--- config.mk ---
export PLATFORM = sky130hd
export DESIGN_NAME = fifo_ctrl_dp
export DESIGN_NICKNAME = d
export VERILOG_FILES = /design/src/rtl/fifo_ctrl_dp.sv
export SDC_FILE = /design/constraint.sdc
export NUM_CORES = 1
export LEC_CHECK = 0
export BUFFER_PORTS_ARGS = -buffer_cell sky130_fd_sc_hd__buf_4
export CAP_MARGIN = 20
export CORE_ASPECT_RATIO = 0.5
export CORE_MARGIN = 2
export CORE_UTILIZATION = 45
export CTS_BUF_LIST = sky130_fd_sc_hd__clkbuf_16
export DETAILED_ROUTE_END_ITERATION = 8
export PLACE_DENSITY_LB_ADDON = 0.3
export SLEW_MARGIN = 20
export SYNTH_ARGS = -nofsm -noshare
export SYNTH_HDL_FRONTEND = slang
export SYNTH_SLANG_ARGS = --single-unit
--- constraint.sdc ---
create_clock -name clk -period 5.7 [get_ports clk]
set_clock_uncertainty 0.05 [all_clocks]
set_input_delay 1.14 -clock clk [delete_from_list [all_inputs] [get_ports clk]]
set_output_delay 1.14 -clock clk [all_outputs]
set_load 0.1 [all_outputs]
--- src/rtl/fifo_ctrl_dp.sv ---
// First-word-fall-through FIFO controller driving an external dual-port RAM
// (port A write-only, port B read-only with 1-cycle registered read).
module fifo_ctrl_dp #(
    parameter int WIDTH      = 64,
    parameter int DEPTH      = 32,
    parameter int ADDR_WIDTH = $clog2(DEPTH),
    parameter int CNT_WIDTH  = ADDR_WIDTH + 2
) (
    input  logic                  clk,
    input  logic                  rst,
    input  logic                  push,
    input  logic [WIDTH-1:0]      push_data,
    output logic                  full,
    input  logic                  pop,
    output logic [WIDTH-1:0]      pop_data,
    output logic                  empty,
    output logic [CNT_WIDTH-1:0]  count,
    output logic                  overflow,
    output logic                  underflow,
    output logic [ADDR_WIDTH-1:0] ram_addra,
    output logic [WIDTH-1:0]      ram_dina,
    output logic                  ram_ena,
    output logic                  ram_wra,
    output logic [ADDR_WIDTH-1:0] ram_addrb,
    output logic [WIDTH-1:0]      ram_dinb,
    output logic                  ram_enb,
    output logic                  ram_wrb,
    input  logic [WIDTH-1:0]      ram_doutb
);
    localparam logic [ADDR_WIDTH-1:0] LAST_ADDR = ADDR_WIDTH'(DEPTH - 1);
    localparam logic [CNT_WIDTH-1:0]  FULL_CNT  = CNT_WIDTH'(DEPTH);

    logic [ADDR_WIDTH-1:0] wr_ptr_reg;
    logic [ADDR_WIDTH-1:0] rd_ptr_reg;
    logic [CNT_WIDTH-1:0]  ram_cnt_reg;
    logic [CNT_WIDTH-1:0]  ram_cnt_next;
    logic                  inflight_reg;
    logic [1:0]            out_cnt_reg;
    logic [1:0]            out_cnt_next;
    logic [1:0]            out_cnt_popped;
    logic [WIDTH-1:0]      buf_reg  [2];
    logic [WIDTH-1:0]      buf_next [2];
    logic                  overflow_reg;
    logic                  underflow_reg;
    logic                  push_fire;
    logic                  pop_fire;
    logic                  rd_issue;
    logic [2:0]            pending;

    function automatic logic [ADDR_WIDTH-1:0] ptr_inc(input logic [ADDR_WIDTH-1:0] p);
        return (p == LAST_ADDR) ? '0 : p + ADDR_WIDTH'(1);
    endfunction

    assign full      = (ram_cnt_reg == FULL_CNT);
    assign empty     = (out_cnt_reg == 2'd0);
    // Gated by rst so the RAM sees no write while reset is held.
    assign push_fire = push & ~full & ~rst;
    assign pop_fire  = pop & ~empty;

    // Entries that will occupy the output buffer after this cycle's pop.
    assign pending  = {1'b0, out_cnt_reg} + {2'b00, inflight_reg} - {2'b00, pop_fire};
    assign rd_issue = (ram_cnt_reg != '0) & (pending < 3'd2);

    assign ram_cnt_next = ram_cnt_reg + CNT_WIDTH'(push_fire) - CNT_WIDTH'(rd_issue);

    always_comb begin
        out_cnt_popped = out_cnt_reg - {1'b0, pop_fire};
        buf_next[0]    = buf_reg[0];
        buf_next[1]    = buf_reg[1];
        if (pop_fire) begin
            buf_next[0] = buf_reg[1];
        end
        // Returning data lands behind whatever survives the pop.
        if (inflight_reg) begin
            buf_next[out_cnt_popped[0]] = ram_doutb;
        end
        out_cnt_next = out_cnt_popped + {1'b0, inflight_reg};
    end

    always_ff @(posedge clk or posedge rst) begin
        if (rst) begin
            wr_ptr_reg    <= '0;
            rd_ptr_reg    <= '0;
            ram_cnt_reg   <= '0;
            inflight_reg  <= 1'b0;
            out_cnt_reg   <= 2'd0;
            buf_reg[0]    <= '0;
            buf_reg[1]    <= '0;
            overflow_reg  <= 1'b0;
            underflow_reg <= 1'b0;
        end else begin
            if (push_fire) begin
                wr_ptr_reg <= ptr_inc(wr_ptr_reg);
            end
            if (rd_issue) begin
                rd_ptr_reg <= ptr_inc(rd_ptr_reg);
            end
            ram_cnt_reg  <= ram_cnt_next;
            inflight_reg <= rd_issue;
            out_cnt_reg  <= out_cnt_next;
            buf_reg[0]   <= buf_next[0];
            buf_reg[1]   <= buf_next[1];
            if (push & full) begin
                overflow_reg <= 1'b1;
            end
            if (pop & empty) begin
                underflow_reg <= 1'b1;
            end
        end
    end

    assign pop_data  = buf_reg[0];
    assign count     = ram_cnt_reg + CNT_WIDTH'(inflight_reg) + CNT_WIDTH'(out_cnt_reg);
    assign overflow  = overflow_reg;
    assign underflow = underflow_reg;

    assign ram_addra = wr_ptr_reg;
    assign ram_dina  = push_data;
    assign ram_ena   = push_fire;
    assign ram_wra   = push_fire;
    assign ram_addrb = rd_ptr_reg;
    assign ram_enb   = rd_issue;
    assign ram_dinb  = '0;
    assign ram_wrb   = 1'b0;

endmodule

Word level (Yosys, flattened, before mapping)

Index checks and enable logic that the tools add are counted.
W data, S select, Z words.

Output and inout port bits: 217
Bits in registers: 150
Logic and storage cells: 45
Bits of input ports: 132

Reduce and logical (&&, ||, !) cells: 3
Order comparisons: 3
Bitwise operators: 10
Multiplexer cells: 7
Equality and inequality tests: 3
$add $sub $neg: 10

Operator list:

| kind                  | number |
|---|---|
| $bwmux W128           | 1 |
| $mux W128             | 1 |
| $mux W64              | 2 |
| $demux W64 S1         | 1 |
| $add A7 B1 Y7         | 2 |
| $add A5 B1 Y5 const B | 2 |
| $eq A5 B5 Y1 const B  | 2 |
| $mux W5               | 2 |
| $add A7 B2 Y7         | 1 |
| $eq A7 B6 Y1 const B  | 1 |
| $reduce_bool A7 Y1    | 1 |
| $sub A7 B1 Y7         | 1 |
| $and A1 B1 Y1         | 6 |
| $add A2 B1 Y3         | 1 |
| $lt A3 B2 Y1 const B  | 1 |
| $not A1 Y1            | 3 |
| $sub A3 B1 Y3         | 1 |
| $add A2 B1 Y2         | 1 |
| $ge A2 B2 Y1 const B  | 1 |
| $logic_not A2 Y1      | 1 |
| $lt A2 B1 Y1 const B  | 1 |
| $not A1 Y2            | 1 |
| $sub A2 B1 Y2         | 1 |
| $logic_and A1 B1 Y1   | 1 |

Depth between registers and ports, before layout

Gate-level depths: netlist of run 1.

Word-level depth: 11
Mapped depth: 14
Gate-level depth less buffers: 14

Worst setup path after synthesis of run 1

OpenSTA, ideal clock, no wires.

Path type: input port to flip-flop
Start: in pop
End: reg ram_cnt_reg[6]
Stages on the path: 14
Setup slack: 1058 ps
Data required time: 5570 ps
Arrival: 4512 ps
Buffers on the path: 0
Setup time: 80 ps
Cells stage by stage: nand3b_1 -> nand2_1 -> nand2_1 -> fa_1 -> xor2_1 -> a211oi_4 -> ha_1 -> inv_1 -> ha_1 -> fa_1 -> a21oi_1 -> o311ai_0 -> a21oi_1 -> xnor2_1

Word-level cells in the longest chain between the ends: 5

RTL lines:

| what                 | RTL line | text |
|---|---|---|
| start, declared      | 14       | `input logic pop,` |
| $and A1 B1 Y1        | 58       | `assign pop_fire = pop & ~empty;` |
| $sub A3 B1 Y3        | 61       | `assign pending = {1'b0, out_cnt_reg} + {2'b00, inflight_reg} - {2'b00, pop_fire};` |
| $lt A3 B2 Y1         | 62       | `assign rd_issue = (ram_cnt_reg != '0) & (pending < 3'd2);` |
| $and A1 B1 Y1        | 62       |  |
| via ram_enb          | 26       | `output logic ram_enb,` |
| $sub A7 B1 Y7        | 64       | `assign ram_cnt_next = ram_cnt_reg + CNT_WIDTH'(push_fire) - CNT_WIDTH'(rd_issue);` |
| via ram_cnt_next[6]  | 36       | `logic [CNT_WIDTH-1:0] ram_cnt_next;` |
| end signal, assigned | 98       | `ram_cnt_reg <= ram_cnt_next;` |
| end, declared        | 35       | `logic [CNT_WIDTH-1:0] ram_cnt_reg;` |

The timed path passes the listed nets, and every way through them passes these cells.
A chain may end at the register's enable or synchronous reset.

Worst setup path in the final report of run 1

Start: in pop
End: out ram_enb

Word-level cells in the longest chain between the ends: 4

RTL lines:

| what          | RTL line |
|---|---|
| $and A1 B1 Y1 | 58 |
| $sub A3 B1 Y3 | 61 |
| $lt A3 B2 Y1  | 62 |
| $and A1 B1 Y1 | 62 |
| end, declared | 26 |

No other way between the ends.

==> results of run 1 <==
[worst min path at each step]
stage / from / to / slack [ns] / depth (start not counted)
final: overflow$_DFFE_PP0P_ / overflow$_DFFE_PP0P_ / 0.41 / 1
after global routing: underflow$_DFFE_PP0P_ / underflow$_DFFE_PP0P_ / 0.43 / 1
after CTS: overflow$_DFFE_PP0P_ / overflow$_DFFE_PP0P_ / 0.41 / 1
after detailed placement: overflow$_DFFE_PP0P_ / overflow$_DFFE_PP0P_ / 0.40 / 1
after global placement: underflow$_DFFE_PP0P_ / underflow$_DFFE_PP0P_ / 0.39 / 1
after floorplan: flip-flop / flip-flop / 0.43 / 1
[layout make-up]
type	count	area, µm²
Clock buffer	17	425
Clock inverter	15	144
Fill cell	1597	8680
Inverter	23	91.3
Multi-Input combinational cell	415	3040
Sequential cell	150	3750
Tap cell	234	293
Timing Repair Buffer	158	1190
[placed cells by master, fill, tap and decap left out, types with 3 or more instances in the layout]
cell / count
buf_4: 158
dfrtp_1: 150
nor2_1: 68
a21oi_1: 68
mux2i_1: 65
conb_1: 65
mux2_2: 64
inv_1: 22
ha_1: 19
clkbuf_16: 17
xnor2_1: 9
inv_6: 6
o21ai_0: 5
nand2b_1: 5
clkinvlp_4: 5
xor2_1: 4
a21o_1: 4
nor2b_1: 4
and3_1: 4
nand2_1: 4
fa_1: 4
nand3b_1: 3
[per-layer routing]
metal	vias up	part of all wire [%]	wire length (µm)	track usage (%)
li1	2266	-	-	-
met1	2310	41	6530	18.9
met2	101	53	8330	29.0
met3	38	3.9	613	3.19
met4	0	2.2	346	5.40
met5	-	0	0	0
[through the flow]
step / cells / util [%] / cell area [µm²] / hold slack, ns
after floorplan: 810 / - / 8460 / 0.430
after global placement: 980 / 47.5 / 8360 / 0.393
after detailed placement: 980 / 47.5 / 8360 / 0.400
after CTS: 1012 / 50.7 / 8930 / 0.415
after global routing: 1012 / 50.7 / 8930 / 0.428
final: 1012 / 50.7 / 8930 / 0.412
[cells by family (layout without fill, tap and decap cells)]
group	count (synthesis)	count (layout)	share of synthesized area [%]
and+or+nand+nor	93	93	5.13
adders and majority gates	24	24	4.02
xor gates and xnor gates	13	13	1.39
AOI/OAI and AO/OA	89	89	6.09
other	1	65	0.0456
muxes	131	131	17.0
DFF	150	150	45.7
buffers and inverters	245	213	20.7
[critical path, stage by stage]
cell and delay, ns:
buf_4 0.11, nand3b_1 0.18, nand2_1 0.19, nand2_1 0.09, fa_1 0.39, xor2_1 0.20
a211oi_4 0.47, buf_4 0.38
==> metrics.md, run 1 <==
| Metric | Value |
|---|---|
| Status | `complete, no violations` |
| Vias in the first global route | `4641` |
| CP Launch Type | `input pin` |
| Post-route antenna net violation count | `0` |
| Req. time, crit path | `4.51 ns` |
| Worst-margin pin slew | `0.993 ns` |
| Post-synth top flop | `dfrtp_1` |
| Reg2Reg Setup Slack | `1.87 ns` |
| Synthesized cell area | `8220 µm²` |
| HP Class | `reg -> reg` |
| Post-synth ARST share | `100%` |
| Fin. Hold Viols | `0` |
| Most common cell in the synthesized netlist | `buf_4` |
| Layout cells sized above 1 | `33.4%` |
| Clk sinks | `150` |
| Sequential share of the synthesized area | `45.7%` |
| Fin crit period | `4.35 ns` |
| First-pass GRT wire length | `24500 µm` |
| Post-Place Setup Slack | `1.26 ns` |
| Top cells by area, synth | `dfrtp_1 (46%), buf_4 (18%), mux2_2 (8.8%), mux2i_1 (7.9%), a21oi_1 (4.1%)` |
| CTS clock-pin slew for the worst setup and hold paths | `0.07 ns` |
| Post-CTS sizing | `0` |
| Crit Path Max Fanout | `10` |
| WL final | `15800 µm` |
| FF-to-FF path depth | `14` |
| CTS tree | `done` |
| Global route total overflow | `0` |
| Nets | `921` |
| Ant. Diodes | `0` |
| Slew Viols, Final | `0` |
| Clk buf depth | `2` |
| Post-synth EDFFs | `0` |
| Initial Utilization | `46.7%` |
| Post-synthesis instance total | `746` |
| Die area | `19400 µm²` |
| Buffer count from post-CTS setup fixing | `0` |
| Synth cell types | `34` |
| Via/cell ratio | `4.66` |
| Initial DRC Count | `193` |
| Worst Path Arrival | `3.16 ns` |
| Initial antenna violation count | `0` |
| Critical Path End Type | `output pin` |
| Setup violators final | `0` |
| MaxCap Viol Count | `0` |
| Drt drc | `0` |
| Gpl congestion | `0.752` |
| Total GRT Usage | `15.9%` |
| I/O pin count | `349` |
| Pre-antenna DRT Iters | `4` |
| H-tree Lvls | `4` |
| Largest net degree at the start of global routing | `105` |
| Final HPWL DP | `10900 µm` |
| Final Cycle Share | `76.4%` |
| Via count | `4715` |
| Die Span Y | `99.6 µm` |
| Post-synth top area cell | `dfrtp_1` |
| Setup_tns | `0 ns` |
| Worst Setup SP | `pop` |
| WL/cell | `15.6 µm` |
| Fmax | `230 MHz` |
| Post-synthesis average cell area | `11.0 µm²` |
| Synth Warn # | `0` |
| Total CTS buffers | `17` |
| Die Wd | `195 µm` |
| RSZ-0062 raised after global routing | `no` |
| Post-synth top area share | `45.7%` |
| Setup ws final | `1.35 ns` |
| Number of buffers inserted by hold repair at cts | `0` |
| Root Buffer | `clkbuf_16` |
| IO Port Bufs | `155` |
| RR Startpoint | `out_cnt_reg[1]$_DFF_PP0_` |
| Number of register bits inferred by synthesis | `150` |
| FF-to-FF End | `ram_cnt_reg[6]$_DFF_PP0_` |
| Post-synth top cells | `buf_4 (202), dfrtp_1 (150), a21oi_1 (68), nor2_1 (68), mux2i_1 (65)` |
| Setup CP Type | `in -> out` |
| Layout area overhead | `8.69%` |
| Core Region | `17600 µm²` |
| Worst rel slew slack | `33.8%` |
| Worst-Skew Late Latency | `0.40 ns` |
| Critical path destination | `ram_enb` |
| FP Rows | `34` |
Power of run 1 is not shown: default switching activity piles up to over one toggle a cycle in this logic, so the estimate is an artifact.
==> run 2, diff against run 1 <==
Settings changed: CORE_UTILIZATION 45 to 44.
Clock period 5.7 ns to 3.9 ns, I/O delays scaled along.
==> metrics.md, run 2 (same netlist as run 1, synthesis figures left out) <==
| Metric | Value |
|---|---|
| Drt drc | `0 (unchanged)` |
| CP max stage cell | `dfrtp_1 (was a211oi_4)` |
| Worst Hold Path Cells | `1 (unchanged)` |
| Largest net degree at the start of global routing | `66 (was 105)` |
| Worst-Skew Late Latency | `0.40 ns (about the same)` |
| Fin crit period | `3.58 ns` |
| Layout cells sized above 1 | `34.3% (was 33.4%)` |
| Number of buffers inserted by hold repair at cts | `0 (unchanged)` |
| Fin. Hold Viols | `0 (unchanged)` |
| Final HPWL DP | `11200 µm (was 10900 µm)` |
| Crit path max-delay family | `flip-flops (was buffers and inverters)` |
| Multi-input combinational cell area | `3040 µm² (about the same)` |
| Initial antenna violation count | `0 (unchanged)` |
| RSZ-0062 raised after global routing | `no (unchanged)` |
| WL/cell | `15.2 µm (was 15.6 µm)` |
| Worst-margin pin slew | `1.01 ns (was 0.993 ns)` |
| Crit Path Max Fanout | `9 (was 10)` |
| First-pass GRT wire length | `24300 µm (was 24500 µm)` |
| Die Span Y | `101 µm (was 99.6 µm)` |
| I/O pin count | `349 (unchanged)` |
| Initial Utilization | `44.8% (was 46.7%)` |
| Hold wc startpoint | `underflow$_DFFE_PP0P_ (was overflow$_DFFE_PP0P_)` |
| Post-route insts no fill | `1025 (was 1012)` |
| FP Rows | `35 (was 34)` |
| Req. time, crit path | `3.07 ns (was 4.51 ns)` |
| Hold endpoint | `underflow$_DFFE_PP0P_ (was overflow$_DFFE_PP0P_)` |
| Initial DRC Count | `186 (was 193)` |
| FF-to-FF End | `ram_cnt_reg[6]$_DFF_PP0_ (unchanged)` |
| CP Launch Type | `flip-flop (was input pin)` |
| CTS tree | `done (unchanged)` |
| Pre-antenna DRT Iters | `4 (unchanged)` |
| # fillers | `1660 (was 1597)` |
| Gpl congestion | `0.785 (was 0.752)` |
| Critical Path End Type | `output pin (unchanged)` |
| Setup CP Type | `reg -> out (was in -> out)` |
| MaxCap Viol Count | `0 (unchanged)` |
| Placed cell count | `993 (was 980)` |
| Total CTS buffers | `17 (unchanged)` |
| Buffer count from post-CTS setup fixing | `0 (unchanged)` |
| Nets | `928 (was 921)` |
| Die area | `19900 µm² (was 19400 µm²)` |
| IO Port Bufs | `155 (unchanged)` |
| Register Area | `3750 µm² (unchanged)` |
| Total GRT Usage | `15.7% (was 15.9%)` |
| Status | `complete, no violations (unchanged)` |
| Critical Path Max Stage Delay | `0.58 ns (was 0.47 ns)` |
| Worst rel slew slack | `32.2% (was 33.8%)` |
| WL final | `15500 µm (was 15800 µm)` |
| HP Class | `reg -> reg (unchanged)` |
| Highest-count cells in the layout ignoring fill and taps | `buf_4 (161), dfrtp_1 (150), nor2_1 (68), a21oi_1 (67) (was buf_4 (158), dfrtp_1 (150), nor2_1 (68), a21oi_1 (68))` |
| Clk sinks | `150 (unchanged)` |
| Global route total overflow | `0 (unchanged)` |
| Post-route antenna net violation count | `0 (unchanged)` |
| Setup violators final | `0 (unchanged)` |
| Clk buf depth | `2 (unchanged)` |
| Root Buffer | `clkbuf_16 (unchanged)` |
| Commonest non-fill, non-tap cell in the layout | `buf_4 (unchanged)` |
| Ant. Diodes | `0 (unchanged)` |
| Reg2Reg Setup Slack | `0.56 ns (was 1.87 ns)` |
| H-tree Lvls | `4 (unchanged)` |
| Cell-by-cell trace of the critical path | `nand3b_1 -> nand2_1 -> nand2_1 -> fa_1 -> inv_1 -> a211oi_4 -> buf_4 -> buf_4 (was buf_4 -> nand3b_1 -> nand2_1 -> nand2_1 -> fa_1 -> xor2_1 -> a211oi_4 -> buf_4)` |
| RR Startpoint | `out_cnt_reg[1]$_DFF_PP0_ (unchanged)` |
| Crit path buffers/inverters | `3 (was 2)` |
| Core Region | `18300 µm² (was 17600 µm²)` |
| Layout area overhead | `9.71% (was 8.69%)` |
| Post-CTS sizing | `0 (unchanged)` |
| Die Wd | `197 µm (was 195 µm)` |
| FF-to-FF path depth | `14 (unchanged)` |
| Via count | `4731 (was 4715)` |
| Worst Path Arrival | `2.75 ns (was 3.16 ns)` |
| Slew Viols, Final | `0 (unchanged)` |
| Final Cycle Share | `91.8%` |
| Via/cell ratio | `4.62 (was 4.66)` |
| Vias in the first global route | `4676 (was 4641)` |
| Fmax | `279 MHz` |
| CTS clock-pin slew for the worst setup and hold paths | `0.06 ns (was 0.07 ns)` |
==> run 2: changes by cell type in the layout (fill, tap and decap cells not counted), sizes merged <==
cell	change
clkinvlp	+1
bufinv	-1
clkinv	+1
buf	+7
inv	-1
==> run 2: stage by stage <==
stage	worst slack [ns]	hold WS, ns	util [%]	area [µm²]	setup TNS (ns)
floorplan	-0.243	0.430	-	8470	-0.536
global placement	0.370	0.395	46.2	8470	0
detailed placement	0.290	0.397	46.2	8470	0
CTS	0.282	0.412	49.1	9020	0
global route	0.107	0.429	49.1	9020	0
finish	0.321	0.407	49.1	9020	0
==> run 2: routing by layer <==
metal	share of wire, %	vias up	global-route usage (%)	wire (µm)
met3	4.2	52	3.04	647
met1	42	2305	19.4	6560
met4	2.7	0	7.52	427
met2	51	99	26.8	7890
met5	0	-	0	0
li1	-	2275	-	-
==> run 2: how the worst max path moves through the flow <==
stage,from,to,slack [ns],cells past startpoint
6_report,out_cnt_reg[1]$_DFF_PP0_,ram_enb,0.32,8
5_1_grt,out_cnt_reg[1]$_DFF_PP0_,ram_enb,0.11,8
4_1_cts,out_cnt_reg[1]$_DFF_PP0_,ram_enb,0.28,8
3_5_place_dp,pop,ram_cnt_reg[6]$_DFF_PP0_,0.29,15
3_3_place_gp,pop,ram_cnt_reg[6]$_DFF_PP0_,0.37,15
2_1_floorplan,pop,ram_cnt_reg[5]$_DFF_PP0_,-0.24,13
==> run 2: layout make-up <==
type | count | area share, %
clock inverter | 15 | 1.36
inverter | 23 | 0.999
tap | 240 | 3.33
sequential | 150 | 41.6
multi-input combinational | 415 | 33.7
timing repair buffer | 165 | 14.3
clock buffer | 17 | 4.72
==> run 2: worst reg2reg max path: cells and delay by family, from the launching register on <==
family | cells | cell delay, ns
and+or+nand+nor | 3 | 0.49
adders and majority gates | 4 | 1.23
DFF | 1 | 0.58
xor gates and xnor gates | 2 | 0.38
AOI/OAI and AO/OA | 4 | 0.50
buffers and inverters | 1 | 0.04
Power of run 2 is left out for the same reason.
